File: config.mk
export PLATFORM = sky130hd
export DESIGN_NAME = seq_detector_param
export DESIGN_NICKNAME = d
export VERILOG_FILES = /design/src/rtl/seq_det_pkg.sv /design/src/rtl/seq_hit_counter.sv /design/src/rtl/seq_detector_param.sv
export SDC_FILE = /design/constraint.sdc
export NUM_CORES = 1
export LEC_CHECK = 0
export ABC_AREA = 0
export CORE_UTILIZATION = 35
export CTS_BUF_LIST = sky130_fd_sc_hd__clkbuf_2 sky130_fd_sc_hd__clkbuf_4 sky130_fd_sc_hd__clkbuf_8
export DETAILED_ROUTE_END_ITERATION = 10
export HOLD_SLACK_MARGIN = 0.05
export PLACE_DENSITY = 0.72
export SKIP_CTS_REPAIR_TIMING = 1
export SLEW_MARGIN = 20
export SYNTH_ARGS = -nofsm -noshare
export SYNTH_HDL_FRONTEND = slang
export SYNTH_SLANG_ARGS = --single-unit
File: constraint.sdc
create_clock -name clk_i -period 4.1 [get_ports clk_i]
set_clock_uncertainty 0.1 [all_clocks]
set_input_delay 1.025 -clock clk_i [delete_from_list [all_inputs] [get_ports clk_i]]
set_output_delay 1.025 -clock clk_i [all_outputs]
set_load 0.01 [all_outputs]
File: src/rtl/seq_det_pkg.sv
// Shared limits, counter op encoding and KMP constant functions for the sequence detector.
// The functions run only at elaboration to build the transition table.
package seq_det_pkg;

    localparam int unsigned LEN_MIN = 2;
    localparam int unsigned LEN_MAX = 16;

    typedef enum logic [1:0] {
        CntHold,
        CntInc,
        CntClr
    } cnt_op_e;

    // Bit i of the received order (i=0 first) lives at pattern[len-1-i].
    function automatic logic pat_bit(input logic [LEN_MAX-1:0] pattern,
                                     input int unsigned len, input int unsigned i);
        logic [3:0] idx;
        idx = 4'(len - 1 - i);
        return pattern[idx];
    endfunction

    // Longest prefix of pattern that is a suffix of (first k pattern bits, then b).
    function automatic int unsigned kmp_next(input int unsigned k, input logic b,
                                             input logic [LEN_MAX-1:0] pattern,
                                             input int unsigned len);
        int unsigned best;
        int unsigned s;
        logic        ok;
        logic        sb;
        best = 0;
        for (int unsigned m = 1; m <= k + 1 && m <= len; m++) begin
            ok = 1'b1;
            for (int unsigned j = 0; j < m; j++) begin
                s  = k + 1 - m + j;
                sb = (s == k) ? b : pat_bit(pattern, len, s);
                if (sb != pat_bit(pattern, len, j)) begin
                    ok = 1'b0;
                end
            end
            if (ok) begin
                best = m;
            end
        end
        return best;
    endfunction

    // Longest proper prefix of the whole pattern that is also its suffix.
    function automatic int unsigned kmp_fail(input logic [LEN_MAX-1:0] pattern,
                                             input int unsigned len);
        int unsigned best;
        logic        ok;
        best = 0;
        for (int unsigned m = 1; m < len; m++) begin
            ok = 1'b1;
            for (int unsigned j = 0; j < m; j++) begin
                if (pat_bit(pattern, len, j) != pat_bit(pattern, len, len - m + j)) begin
                    ok = 1'b0;
                end
            end
            if (ok) begin
                best = m;
            end
        end
        return best;
    endfunction

endpackage

File: src/rtl/seq_hit_counter.sv
// Saturating match counter; clear takes priority over increment.
module seq_hit_counter
    import seq_det_pkg::*;
#(
    parameter int unsigned CNT_W = 8
) (
    input  logic             clk_i,
    input  logic             reset_i,
    input  logic             inc_i,
    input  logic             clr_i,
    output logic [CNT_W-1:0] count_o
);

    cnt_op_e          op;
    logic [CNT_W-1:0] count_d;
    logic [CNT_W-1:0] count_q;

    always_comb begin
        op = CntHold;
        if (clr_i) begin
            op = CntClr;
        end else if (inc_i) begin
            op = CntInc;
        end
    end

    always_comb begin
        count_d = count_q;
        unique case (op)
            CntClr:  count_d = '0;
            CntInc:  count_d = (count_q == '1) ? count_q : count_q + 1'b1;
            default: count_d = count_q;
        endcase
    end

    always_ff @(posedge clk_i or posedge reset_i) begin
        if (reset_i) begin
            count_q <= '0;
        end else begin
            count_q <= count_d;
        end
    end

    assign count_o = count_q;

endmodule

File: src/rtl/seq_detector_param.sv
// Parametrised serial pattern detector driven by an elaboration-time KMP transition table.
// Outputs: registered match pulse, progress count, its one-hot copy and a saturating hit count.
module seq_detector_param
    import seq_det_pkg::*;
#(
    parameter int unsigned    LEN     = 4,
    parameter logic [LEN-1:0] PATTERN = 4'b1101,
    parameter bit             OVERLAP = 1'b1,
    parameter int unsigned    CNT_W   = 8
) (
    input  logic                     clk_i,
    input  logic                     reset_i,
    input  logic                     en_i,
    input  logic                     w_i,
    input  logic                     clear_count_i,
    output logic                     z_o,
    output logic [$clog2(LEN+1)-1:0] state_o,
    output logic [LEN-1:0]           state_oh_o,
    output logic [CNT_W-1:0]         hit_count_o
);

    localparam int unsigned          SW         = $clog2(LEN + 1);
    localparam logic [LEN_MAX-1:0]   PAT_EXT    = LEN_MAX'(PATTERN);
    localparam int unsigned          RESTART_ST = kmp_fail(PAT_EXT, LEN);

    if (LEN < LEN_MIN || LEN > LEN_MAX) begin : g_len_check
        $error("seq_detector_param: LEN out of range");
    end

    logic [SW-1:0] nxt_tbl [LEN][2];

    for (genvar k = 0; k < LEN; k++) begin : g_row
        for (genvar b = 0; b < 2; b++) begin : g_col
            assign nxt_tbl[k][b] = SW'(kmp_next(k, 1'(b), PAT_EXT, LEN));
        end
    end

    logic [SW-1:0]  state_q;
    logic [SW-1:0]  state_d;
    logic [LEN-1:0] state_oh_q;
    logic [LEN-1:0] state_oh_d;
    logic           z_q;
    logic [SW-1:0]  cand;
    logic           hit;

    always_comb begin
        cand = '0;
        for (int k = 0; k < LEN; k++) begin
            if (state_q == SW'(k)) begin
                cand = nxt_tbl[k][w_i];
            end
        end
        hit        = (cand == SW'(LEN));
        state_d    = hit ? (OVERLAP ? SW'(RESTART_ST) : '0) : cand;
        state_oh_d = LEN'(1) << state_d;
    end

    // state_oh is registered alongside state so both change on the same edge.
    always_ff @(posedge clk_i or posedge reset_i) begin
        if (reset_i) begin
            state_q    <= '0;
            state_oh_q <= LEN'(1);
            z_q        <= 1'b0;
        end else if (en_i) begin
            state_q    <= state_d;
            state_oh_q <= state_oh_d;
            z_q        <= hit;
        end else begin
            z_q        <= 1'b0;
        end
    end

    seq_hit_counter #(
        .CNT_W(CNT_W)
    ) u_hit_counter (
        .clk_i  (clk_i),
        .reset_i(reset_i),
        .inc_i  (en_i & hit),
        .clr_i  (clear_count_i),
        .count_o(hit_count_o)
    );

    assign z_o        = z_q;
    assign state_o    = state_q;
    assign state_oh_o = state_oh_q;

endmodule

# Word level (Yosys, flattened, before mapping)
# Cells that the tools add are included.
[word_totals] reg_bits=16 in_bits=5 out_inout_bits=16
[classes] addsub=1 order_cmp=1 eq_ne=8 shift=1 n_mux=22 bitwise_logic=2 n_reduce_logical=3
[op_table] operator="3-bit two-way mux" n=14
[op_table] operator="8-bit one-hot mux with 2 select lines" n=1
[op_table] operator="8-bit by 1-bit adder with 8-bit output, second input constant" n=1
[op_table] operator="8-bit equality test, second input constant" n=1
[op_table] operator="8-bit two-way mux" n=1
[op_table] operator="3-bit by 2-bit equality test with 1-bit output, second input constant" n=2
[op_table] operator="1-bit two-way mux" n=4
[op_table] operator="2-bit two-way mux" n=2
[op_table] operator="1-bit by 3-bit << shifter with 4-bit output, first input constant" n=1
[op_table] operator="3-bit by 1-bit equality test with 1-bit output, second input constant" n=1
[op_table] operator="3-bit equality test, second input constant" n=1
[op_table] operator="3-bit zero test" n=1
[op_table] operator="2-bit by 1-bit equality test with 1-bit output, second input constant" n=1
[op_table] operator="2-bit equality test, second input constant" n=1
[op_table] operator="2-bit greater-or-equal comparator, second input constant" n=1
[op_table] operator="2-bit inequality test, second input constant" n=1
[op_table] operator="1-bit inverter with 2-bit output" n=1
[op_table] operator="2-bit AND reduction" n=1
[op_table] operator="2-bit nonzero test" n=1
[op_table] operator="1-bit bitwise AND" n=1

# Logic depth before layout (Yosys ltp)
[logic_depth] ltp_word=15 depth_mapped=5 depth_no_buf=5

# Modules after synthesis
# From an unflattened synthesis, not the netlist that was laid out.
[hier_totals] hier_cells=85 area_unflattened_um2=883.3
[by_module_without_submodules] mod="seq_hit_counter" instances=1 cells_each=51 area_per_inst_um2=516.7 seq_area_each_um2=200.2
[by_module_without_submodules] mod="seq_detector_param" instances=1 cells_each=34 area_per_inst_um2=366.6 seq_area_each_um2=201.4

# Least setup slack after synthesis
# OpenSTA, ideal clock, no wires.
[synth_path] kind="input port to flip-flop" startpoint="input w_i" endpoint="register u_hit_counter.count_q[1], in the netlist u_hit_counter.count_o[1]" setup_ns=0.129 t_arrival_ns=1.827 required_time_ns=3.871 setup_slack_ns=2.044 stages=5 path_buffers=1 cell_sequence="buf_4 > nand3b_4 > a211oi_2 > mux2i_1 > nor2_1"
[synth_via] elab_chain_len=15
[synth_lines] element="from (decl)" line="seq_detector_param.sv:14" rtl="input logic w_i,"
[synth_lines] element="1-bit inverter with 2-bit output (not written as such) *" line="seq_detector_param.sv:50" rtl="cand = nxt_tbl[k][w_i];"
[synth_lines] element="1-bit two-way mux (not written as such)" line="seq_detector_param.sv:50"
[synth_lines] element="3-bit two-way mux (not written as such) (2 in a row)" line="seq_detector_param.sv:50"
[synth_lines] element="3-bit two-way mux (3 in a row)" line="seq_detector_param.sv:49" rtl="if (state_q == SW'(k)) begin"
[synth_lines] element="3-bit two-way mux *" line="seq_detector_param.sv:49"
[synth_lines] element="3-bit equality test *" line="seq_detector_param.sv:53" rtl="hit = (cand == SW'(LEN));"
[synth_lines] element="1-bit bitwise AND *" line="seq_detector_param.sv:78" rtl=".inc_i (en_i & hit),"
[synth_lines] element="1-bit two-way mux *" line="seq_hit_counter.sv:22" rtl="end else if (inc_i) begin"
[synth_lines] element="2-bit two-way mux *" line="seq_hit_counter.sv:20" rtl="if (clr_i) begin"
[synth_lines] element="2-bit by 1-bit equality test with 1-bit output or 2-bit equality test (tied branches)" line="seq_hit_counter.sv:29" rtl="unique case (op)"
[synth_lines] element="2-bit inequality test (no source line) or 2-bit nonzero test (tied branches)"
[synth_lines] element="2-bit AND reduction (no source line)"
[synth_lines] element="to (signal assigned)" line="seq_hit_counter.sv:40" rtl="count_q <= count_d;"
[synth_lines] element="to (decl)" line="seq_hit_counter.sv:16" rtl="logic [CNT_W-1:0] count_q;"
# Every way passes the cells marked *; elsewhere a longest branch is shown, timed or not. The select of a mux whose other input is x is not followed.
# A chain may end at the register's enable or synchronous reset.

# Worst setup path after layout
[layout_path] startpoint="register state_q[1], in the netlist state_o[1]" endpoint="output state_o[1]"
[layout_lines] element="from (decl)" line="seq_detector_param.sv:38" rtl="logic [SW-1:0] state_q;"
[layout_lines] element="from (signal assigned)" line="seq_detector_param.sv:65" rtl="state_q <= state_d;"
[layout_lines] element="to (decl)" line="seq_detector_param.sv:17" rtl="output logic [$clog2(LEN+1)-1:0] state_o,"
# No word-level cell between the ends.

==> flow_summary_export.csv <==
group,metric,value,unit
pwr,p_clk_share,22.8,%
hold_path,hold_path.class,"flop to flop",
drt,first_pass_iters,4,
drt,wl_per_cell,13.7,µm
sta,setup_ws,1.54,ns
pwr,switching_share,31.9,%
die,initial_core_util,38.8,%
cts,clockRootBuffer,"clkbuf_4",
die,io_pins,21,
yosys,synth_seq_area_share,45.1,%
global_route,grt_max_degree,17,
die,dieArea,2750,µm²
status,status,"finished clean",
finish,drive_above_1_share,14.7,%
place,gp_congestion,0.720,
yosys,ys_warn_count,0,
yosys,synth_nets,89,
setup_path,critPathRequiredTime,2.97,ns
sta,finalMaxSlewViolations,0,
cts,htree_levels,1,
place,dp_cells,126,
cts,cts_buffer_depth,2,
setup_path,r2r_cells,5,
sta,fin_crit,2.56,ns
yosys,avgSynthCellArea,10.7,µm²
global_route,gr-total-overflow,0,
finish,final_common_cell,"clkdlybuf4s50_1",
finish,multi_input_area,437,µm²
yosys,syn_inst,83,
job,max-cap-violations,0,
sta,final_hold_viol_count,0,
finish,stdcell_count,130,
setup_path,critPathMaxStageDelay,0.60,ns
cts,cts_made_buffers,3,
setup_path,path_cells,"clkdlybuf4s50_1",
pwr,p_per_area,405,nW/µm²
cts,clkSlewWorstSetupHoldPaths,0.09,ns
setup_path,crit_path_start_kind,"flop",
setup_path,reg2reg_slack,2.38,ns
finish,nFillCells,224,
global_route,grt_pass1_wl,3.11,mm
sta,fin_setup_tns,0,ns
finish,antenna_cells,0,
pwr,p_sw,146,µW
setup_path,path_max_fanout,8,
die,die-height,52.5,µm
yosys,syn_area,891,µm²
setup_path,path_class,"flop to output port",
yosys,synth_cell_types,40,
place,dp_hpwl,1.27,mm
finish,finalNetCount,109,
setup_path,cp.depth,1,
setup_path,cp_data_arrival_time,1.43,ns
finish,ff_latch_area,402,µm²
drt,route.detailed.drc,0,
sta,worstMarginPinSlew,0.611,ns
global_route,grt_antenna_before_repair,0,
sta,finalCritPeriodShare,62.3,%
sta,rsz0062_at_grt,"false",
drt,drtIter0Drc,10,
global_route,grt_pass1_vias,685,
setup_path,worst_path_max_delay_cell,"clkdlybuf4s50_1",
yosys,synth-seq-cells,16,
drt,via_per_inst,5.42,
place,io_buffers,20,
pwr,p_int,311,µW
pwr,combinationalPowerShare,30.6,%
pwr,seqPwrFrac,46.5,%
pwr,peakVddDrop,0.000312,V
drt,routed_wl,1.78,mm
setup_path,cp-end-kind,"output port",
finish,final_cell_mix,"clkdlybuf4s50_1 (20), dfrtp_1 (15), nor2_1 (9)",
pwr,p_leak,0.000480,µW
sta,setup_violations,0,
sta,relSlewSlack,59.2,%
cts,cts_tree,"built",
cts,clock_latency,0.29,ns
global_route,grt_usage,15.5,%
finish,areaGrowthSynthToFinish,26.7,%
hold_path,holdPathStages,2,
setup_path,critical-path-top-delay-family,"buffers and inverters",
cts,clock-sinks,16,
drt,drtAntennaViolNets,0,
drt,vias,705,
die,core,2300,µm²
die,chipWidth,52.5,µm
sta,fmax,391,MHz
die,num_rows,17,
place,dpl_worst_slack,1.36,ns
setup_path,critPathBufInv,1,
-- power by group through the flow --
stage / Combinational (µW) / Sequential, µW / Clock, µW
after floorplan: 82.9 / 215 / 0
after global placement: 140 / 216 / 0
after detailed placement: 141 / 216 / 0
after CTS: 142 / 214 / 110
after global routing: 155 / 218 / 115
final: 140 / 213 / 104
-- worst register-to-register path: stages (launching register included) --
cell and delay, ns:
dfrtp_1 0.44, ha_1 0.27, and3_4 0.21, a211oi_2 0.31
mux2i_1 0.22, nor2_1 0.05
-- metrics by stage --
| step | power [µW] | hold slack, ns | area [µm²] | util [%] |
|---|---|---|---|---|
| after floorplan | 298 | 0.391 | 891 | - |
| final | 457 | 0.404 | 1130 | 49.1 |
| after global placement | 356 | 0.388 | 1090 | 47.5 |
| after CTS | 465 | 0.416 | 1130 | 49.1 |
| after global routing | 489 | 0.441 | 1130 | 49.1 |
| after detailed placement | 357 | 0.399 | 1090 | 47.5 |
-- final timing paths --
check / start / to
max: state_o[1] / state_o[1]
min: state_oh_o[0] / state_oh_o[0]
max reg2reg: u_hit_counter.count_o[0] / u_hit_counter.count_o[1]
min reg2reg: state_oh_o[0] / state_oh_o[0]
max in group asynchronous: reset_i / u_hit_counter.count_o[5]
min in group asynchronous: reset_i / state_oh_o[2]
-- layer usage --
layer  wire length, µm  GRT usage (%)  up-vias
li1                  -              -      342
met1               817           20.3      332
met2               832           24.5       31
met3               133           6.67        0
met4                 0           1.32        0
met5                 0              0        -
-- logic make-up (layout without fill, tap and decap cells) --
group	after synthesis	in the layout	share of synthesized area, %
flip-flops	16	16	45.1
adder cells (fa/ha/maj)	1	1	1.40
AND/OR/NAND/NOR	34	34	26.3
XOR/XNOR	4	4	3.93
buffers and inverters	10	29	5.90
multiplexers	2	2	2.39
AO/OA/AOI/OAI	16	16	15.0
-- cells in the mapped netlist --
| cell type | n | area (µm²) |
|---|---|---|
| nor2_1 | 9 | 33.8 |
| a21oi_1 | 4 | 20.0 |
| a21o_1 | 1 | 7.51 |
| a31oi_1 | 1 | 6.26 |
| a41o_1 | 2 | 20.0 |
| and4_4 | 1 | 11.3 |
| and4b_1 | 1 | 10.0 |
| a2111oi_4 | 1 | 27.5 |
| clkbuf_1 | 1 | 3.75 |
| nand2_1 | 2 | 7.51 |
| mux2i_1 | 1 | 10.0 |
| o22ai_1 | 1 | 6.26 |
| a211oi_1 | 2 | 15.0 |
| ha_1 | 1 | 12.5 |
| and3_4 | 1 | 11.3 |
| nor3_1 | 3 | 15.0 |
| and3_1 | 2 | 12.5 |
| nand3b_4 | 1 | 20.0 |
| buf_4 | 2 | 15.0 |
| dfstp_2 | 1 | 26.3 |
| o21ai_0 | 2 | 10.0 |
| xnor2_1 | 2 | 17.5 |
| nand3_1 | 4 | 20.0 |
| mux2_2 | 1 | 11.3 |
| xor2_1 | 2 | 17.5 |
| nor4_2 | 1 | 12.5 |
| nor2b_1 | 1 | 6.26 |
| buf_1 | 1 | 3.75 |
| nand3b_1 | 1 | 7.51 |
| nand4_1 | 2 | 12.5 |
| inv_1 | 4 | 15.0 |
| o41ai_1 | 1 | 8.76 |
| dfrtp_1 | 15 | 375 |
| buf_6 | 1 | 11.3 |
| a211oi_2 | 1 | 12.5 |
| nor4b_1 | 2 | 17.5 |
| nor3_4 | 1 | 16.3 |
| inv_2 | 1 | 3.75 |
| nand2_4 | 1 | 11.3 |
| and4_1 | 1 | 8.76 |
-- area by class of cell --
type / count / share of cell area (%)
Inverter: 5 / 1.66
Timing Repair Buffer: 20 / 17.7
Clock buffer: 4 / 3.22
Multi-Input combinational cell: 57 / 38.7
Tap cell: 28 / 3.10
Sequential cell: 16 / 35.6
-- flip-flops by register name (all words and copies together), names as in the netlist --
register	flops
u_hit_counter.count_o	8
state_oh_o	4
state_o	3
z_o	1
No activity file was read; power rests on OpenSTA's default activity.
